## config.mk

```make
export PLATFORM = sky130hd
export DESIGN_NAME = uart_rx
export DESIGN_NICKNAME = d
export VERILOG_FILES = /design/src/rtl/uart_pkg.sv /design/src/rtl/uart_sync.sv /design/src/rtl/uart_rx.sv
export SDC_FILE = /design/constraint.sdc
export NUM_CORES = 1
export LEC_CHECK = 0
export CAP_MARGIN = 20
export CORE_MARGIN = 2
export CORE_UTILIZATION = 45
export DETAILED_ROUTE_END_ITERATION = 10
export PLACE_DENSITY = 0.7
export SLEW_MARGIN = 20
export SYNTH_ARGS = -nofsm -noshare
export SYNTH_HDL_FRONTEND = slang
export SYNTH_SLANG_ARGS = --single-unit
```

## constraint.sdc

```tcl
create_clock -name clk -period 2.95 [get_ports clk]
set_input_delay 0.59 -clock clk [delete_from_list [all_inputs] [get_ports clk]]
set_output_delay 0.59 -clock clk [all_outputs]
set_load 0.01 [all_outputs]
```

## src/rtl/uart_pkg.sv

```systemverilog
`default_nettype none
// ============================================================================
//  Module      : uart_pkg
//  Description : Shared UART definitions for receiver and transmitter:
//                FSM state encoding, minimum bit divisor and a divisor clamp.
//  Revision    : 1.0 - initial release
// ============================================================================
package uart_pkg;

  // Frame FSM states, common to uart_rx and uart_tx
  localparam int STATE_W = 2;
  typedef enum logic [STATE_W-1:0] {
    IDLE  = 2'd0,
    START = 2'd1,
    RECV  = 2'd2,
    STOP  = 2'd3
  } uart_state_e;

  // Smallest usable clk-per-bit count; smaller requests are raised to this
  localparam logic [7:0] MIN_DIV = 8'd4;

  // Effective divisor: max(div, MIN_DIV)
  function automatic logic [7:0] clamp_div(input logic [7:0] div);
    return (div < MIN_DIV) ? MIN_DIV : div;
  endfunction

endpackage
`default_nettype wire

```

## src/rtl/uart_sync.sv

```systemverilog
`default_nettype none
// ============================================================================
//  Module      : uart_sync
//  Description : N-flop synchronizer for a single asynchronous bit. All
//                stages reset to 1 so an idle-high line stays idle across
//                reset release.
//  Revision    : 1.0 - initial release
// ============================================================================
module uart_sync #(
  parameter int N = 2
) (
  input  logic clk,
  input  logic rst_n,
  input  logic d_i,
  output logic q_o
);

  logic [N-1:0] sync_q;

  // Shift the asynchronous input through the N-stage chain
  always_ff @(posedge clk or negedge rst_n) begin
    if (!rst_n) begin
      sync_q <= '1;
    end else begin
      sync_q <= {sync_q[N-2:0], d_i};
    end
  end

  assign q_o = sync_q[N-1];

endmodule
`default_nettype wire

```

## src/rtl/uart_rx.sv

```systemverilog
`default_nettype none
// ============================================================================
//  Module      : uart_rx
//  Description : 8N1 UART receiver. Synchronizes the serial line, detects a
//                falling start edge, verifies the start bit at mid-bit, then
//                samples 8 data bits LSB first and the stop bit at the end of
//                each bit period. Emits a one-cycle rx_done or frame_err.
//  Revision    : 1.0 - initial release
// ============================================================================
module uart_rx
  import uart_pkg::*;
#(
  parameter int SYNC_STAGES = 2
) (
  input  logic       clk,
  input  logic       rst_n,
  input  logic       uart_rxd,
  input  logic [7:0] DIV,
  output logic [7:0] rx_data,
  output logic       rx_done,
  output logic       frame_err,
  output logic       rx_busy
);

  uart_state_e state_q, state_d;
  logic [7:0]  count_q, count_d;
  logic [2:0]  bit_cnt_q, bit_cnt_d;
  logic [7:0]  shift_q, shift_d;
  logic [7:0]  div_q, div_d;
  logic [7:0]  data_q, data_d;
  logic        done_q, done_d;
  logic        err_q, err_d;
  logic        rxs_dly_q;

  logic        rxs;
  logic        start_edge;
  logic        half_last;
  logic        bit_last;

  uart_sync #(
    .N (SYNC_STAGES)
  ) u_sync (
    .clk   (clk),
    .rst_n (rst_n),
    .d_i   (uart_rxd),
    .q_o   (rxs)
  );

  // Delayed copy of the synchronized line for falling-edge detection
  always_ff @(posedge clk or negedge rst_n) begin
    if (!rst_n) begin
      rxs_dly_q <= 1'b1;
    end else begin
      rxs_dly_q <= rxs;
    end
  end

  // Start edge needs a high-to-low transition, so a held break never restarts
  assign start_edge = ~rxs & rxs_dly_q;
  // Start bit is checked at its middle; the rest at the end of each period,
  // which lands every later sample in the middle of its bit.
  assign half_last  = (count_q == ((div_q >> 1) - 8'd1));
  assign bit_last   = (count_q == (div_q - 8'd1));

  // State register
  always_ff @(posedge clk or negedge rst_n) begin
    if (!rst_n) begin
      state_q <= IDLE;
    end else begin
      state_q <= state_d;
    end
  end

  // Next-state logic
  always_comb begin
    state_d = state_q;
    case (state_q)
      IDLE:    if (start_edge) state_d = START;
      START:   if (half_last) state_d = rxs ? IDLE : RECV;
      RECV:    if (bit_last && (bit_cnt_q == 3'd7)) state_d = STOP;
      STOP:    if (bit_last) state_d = IDLE;
      default: state_d = IDLE;
    endcase
  end

  // Datapath and pulse next values, driven by the current state
  always_comb begin
    count_d   = count_q;
    bit_cnt_d = bit_cnt_q;
    shift_d   = shift_q;
    div_d     = div_q;
    data_d    = data_q;
    done_d    = 1'b0;
    err_d     = 1'b0;
    case (state_q)
      IDLE: begin
        count_d = 8'd0;
        // Divisor is frozen here so DIV changes mid-frame are ignored
        if (start_edge) div_d = clamp_div(DIV);
      end
      START: begin
        if (half_last) begin
          count_d = 8'd0;
          if (!rxs) bit_cnt_d = 3'd0;
        end else begin
          count_d = count_q + 8'd1;
        end
      end
      RECV: begin
        if (bit_last) begin
          count_d           = 8'd0;
          shift_d[bit_cnt_q] = rxs;
          bit_cnt_d         = bit_cnt_q + 3'd1;
        end else begin
          count_d = count_q + 8'd1;
        end
      end
      STOP: begin
        if (bit_last) begin
          count_d = 8'd0;
          if (rxs) begin
            data_d = shift_q;
            done_d = 1'b1;
          end else begin
            err_d = 1'b1;
          end
        end else begin
          count_d = count_q + 8'd1;
        end
      end
      default: count_d = 8'd0;
    endcase
  end

  // Datapath registers
  always_ff @(posedge clk or negedge rst_n) begin
    if (!rst_n) begin
      count_q   <= 8'd0;
      bit_cnt_q <= 3'd0;
      shift_q   <= 8'd0;
      div_q     <= MIN_DIV;
      data_q    <= 8'h00;
      done_q    <= 1'b0;
      err_q     <= 1'b0;
    end else begin
      count_q   <= count_d;
      bit_cnt_q <= bit_cnt_d;
      shift_q   <= shift_d;
      div_q     <= div_d;
      data_q    <= data_d;
      done_q    <= done_d;
      err_q     <= err_d;
    end
  end

  // Outputs
  always_comb begin
    rx_busy   = (state_q != IDLE);
    rx_data   = data_q;
    rx_done   = done_q;
    frame_err = err_q;
  end

endmodule
`default_nettype wire

```

==> flow_summary_export.csv <==
group,metric,value,unit
pwr,vdd.ir_drop.worst,0.563,mV
place,place.detailed.hpwl,3210,µm
final_layout,multi_input_area,1370,µm²
floorplanning,start_util,46.9,%
cts,clock_path_buffers,2,
timing,period_needed,3010,ps
yosys,synthTopCellsByArea,"dfrtp_1, mux2_2, xnor2_1",
floorplanning,core_area,5110,µm²
yosys,syn_nets,238,
final_layout,num_antenna_cells,0,
cts,cts_buffers,5,
cts,cts-root-buf,"clkbuf_8",
timing,worst_pin_slew,933,ps
place,gp_congestion,0.850,
yosys,synth_edf_count,0,
routing,vias,1778,
worst_setup_path,cp.buffers_inverters,3,
timing,hold_violations,0,
worst_setup_path,ff2ff_path_depth,10,
yosys,netlist.area_leader.share,39.7,%
worst_setup_path,cp_slowest_stage_delay,450,ps
worst_setup_path,required,3140,ps
floorplanning,dieArea,5920,µm²
final_layout,seq_area,1060,µm²
global_route,grt_pass1_wl,8500,µm
timing,finalClockSkew,7.90,ps
yosys,ys_types,50,
final_layout,num-fill-cells,429,
hold_path,min_path_type,"flip-flop to flip-flop",
cts,insertion_delay,310,ps
cts,clk_pin_slew_worst_paths,80,ps
final_layout,final_util,59.3,%
yosys,yosys.area.top_type,"dfrtp_1",
pwr,power,2.48,mW
floorplanning,rows,26,
cts,htree_levels,2,
place,dp_worst_setup_slack,-65.0,ps
worst_setup_path,r2r_start,"div_q[1]",
pwr,powerDensity,817,nW/µm²
worst_setup_path,path_cells,"inv_2, ha_4, or4b_4, or4_4, a2111oi_4, buf_4, o2111ai_4, buf_6, nor4_4, mux2_4",
routing,ant_nets,0,
floorplanning,chipWidth,76.9,µm
timing,fin_crit_sh,102,%
place,port_buffers,21,
pwr,p_leak,1.23,nW
yosys,ys.flop_type,"dfrtp_1",
worst_setup_path,reg2reg_to,"shift_q[3]",
floorplanning,die_h,76.9,µm
routing,drt-pass1-iter-count,4,
worst_setup_path,path_delay_family,"simple AND/OR/NAND/NOR gates",
cts,cts_hold_buffers,0,
routing,drt_wl_total,5020,µm
worst_setup_path,crit_fanout,5,
final_layout,final_common_cell,"dfrtp_1",
final_layout,drive_gt1_share,27.3,%
worst_setup_path,slowest_stage,"or4b_4",
final_layout,num-nets-final,271,
run,maxCapViolCount,0,
routing,drtIter0Drc,77,
yosys,synth-async-reset-ratio,100,%
worst_setup_path,critPathKind,"flip-flop to flip-flop",
routing,route.detailed.wl_per_inst,15.4,µm
final_layout,layout_common_cells,"dfrtp_1, clkdlybuf4s50_1, xnor2_1, buf_4, nand2_1",
timing,slew_headroom,37.8,%
floorplanning,pin_count,22,
worst_setup_path,rrSetupSlack,-60,ps
place,placed_cells,310,
global_route,grt_antenna_before_repair,0,
status,violations,"setup timing",
hold_path,hold_depth,0,
worst_setup_path,cp.depth,10,
routing,drc_errors,0,
timing,finalSetupViolCount,8,
yosys,postSynthCellCount,222,
cts,cts_tree,"done",
timing,slew_viol_final,0,
global_route,track_usage,18.3,%
yosys,ys_ff_latch,42,
routing,via_per_inst,5.45,
yosys,yosys_warnings,0,
timing,grt_setup_unrepaired,"yes",
global_route,grt_max_degree,43,
final_layout,syn2layout_area_growth,26.5,%
yosys,avgSynthCellArea,10.8,µm²
timing,hold-worst-slack,357,ps
yosys,yosysSeqAreaShare,44.1,%
status,status,"finished with violations",
global_route,grt_pass1_vias,1722,
yosys,syn_area,2390,µm²
final_layout,instances_no_fill,326,
timing,setup_slack,-58.1,ps
worst_setup_path,cp.arrival,3200,ps
global_route,grt_overflow,0,
hold_path,whs_endpoint,"u_sync.sync_q[1]",
cts,cts.sinks,42,
timing,max_freq,332,MHz
worst_setup_path,start_kind,"flip-flop",
hold_path,hp-start,"u_sync.sync_q[0]",
worst_setup_path,end_kind,"flip-flop",
[routing by layer]
layer | vias up | track usage (%) | part of all wire (%)
met2 | 27 | 25.2 | 45
met1 | 874 | 26.7 | 50
li1 | 871 | - | -
met4 | 0 | 7.82 | 1.4
met5 | - | 0 | 0
met3 | 6 | 5.06 | 3.6
[flip-flops by register name, summed over array words and instances (netlist names), named ones only]
name,cells
shift_q,8
state_q,1
rxs_dly_q,1
rx_data,8
count_q,8
rx_done,1
frame_err,1
u_sync.sync_q,2
bit_cnt_q,3
div_q,8
[timing repair]
item,CTS,global route
pin swaps,1,3
endpoints found under the setup margin,21,21
cloned,1,0
buffers inserted,6,1
gates resized for setup,5,18
[power breakdown]
group | internal [mW] | switching, mW | leakage (nW)
clock | 0.252 | 0.205 | 0.0514
combinational | 0.549 | 0.624 | 0.630
sequential | 0.685 | 0.160 | 0.550
total | 1.49 | 0.989 | 1.23
[worst register-to-register path, cell delays in order (launching register included)]
cell       delay, ps
dfrtp_1          390
inv_2             80
ha_4             130
or4b_4           450
or4_4            440
a2111oi_4        300
buf_4            190
o2111ai_4        210
buf_6            220
nor4_4           160
mux2_4           330
[stage by stage]
| step | setup TNS (ps) | instance area, µm² |
|---|---|---|
| after floorplan | 0 | 2410 |
| after global placement | -62.1 | 2730 |
| after detailed placement | -622 | 2730 |
| after CTS | -73.7 | 2940 |
| after global routing | -1950 | 3030 |
| final | -175 | 3030 |
[synth_stat cells, types with 3 or more instances]
| cell | number |
|---|---|
| a21oi_1 | 7 |
| ha_1 | 5 |
| nor2_1 | 9 |
| xor2_1 | 10 |
| nand2_1 | 14 |
| xnor2_1 | 16 |
| dfrtp_1 | 38 |
| nand2b_1 | 3 |
| nor4_1 | 4 |
| mux2_2 | 18 |
| nor4b_1 | 3 |
| nor2b_1 | 3 |
| o221ai_1 | 3 |
| o22ai_1 | 3 |
| clkbuf_1 | 12 |
| o21ai_0 | 4 |
| mux2_1 | 3 |
| inv_1 | 7 |
| nand3_1 | 3 |
| dfstp_2 | 4 |
| nand4_1 | 4 |
| nor4_2 | 3 |
| nor3_1 | 8 |
| o211ai_1 | 4 |
[area by class of cell]
class                      instances  area share (%)
timing repair buffer              41            12.5
inverter                           7           0.868
clock buffer                       6            2.40
sequential                        42            34.9
clock inverter                     2            1.24
tap                               70            2.89
multi-input combinational        158            45.2
[cells by family after synthesis]
family	Yosys count	synth area share (%)
fa+ha+maj	5	2.61
mux	22	10.3
compound gates	33	10.9
buf+inv	23	4.29
flops	42	44.1
xor+xnor	26	9.51
simple gates	71	18.2
[worst max path at each step]
stage	start	endpoint	slack (ps)
3_5_place_dp	div_q[1]	shift_q[2]	-60
6_report	div_q[1]	shift_q[3]	-60
4_1_cts	div_q[1]	shift_q[0]	-30
3_3_place_gp	div_q[1]	shift_q[3]	-20
2_1_floorplan	div_q[1]	shift_q[1]	60
5_1_grt	div_q[1]	shift_q[3]	-170
Power figures use the tool's default switching activity.
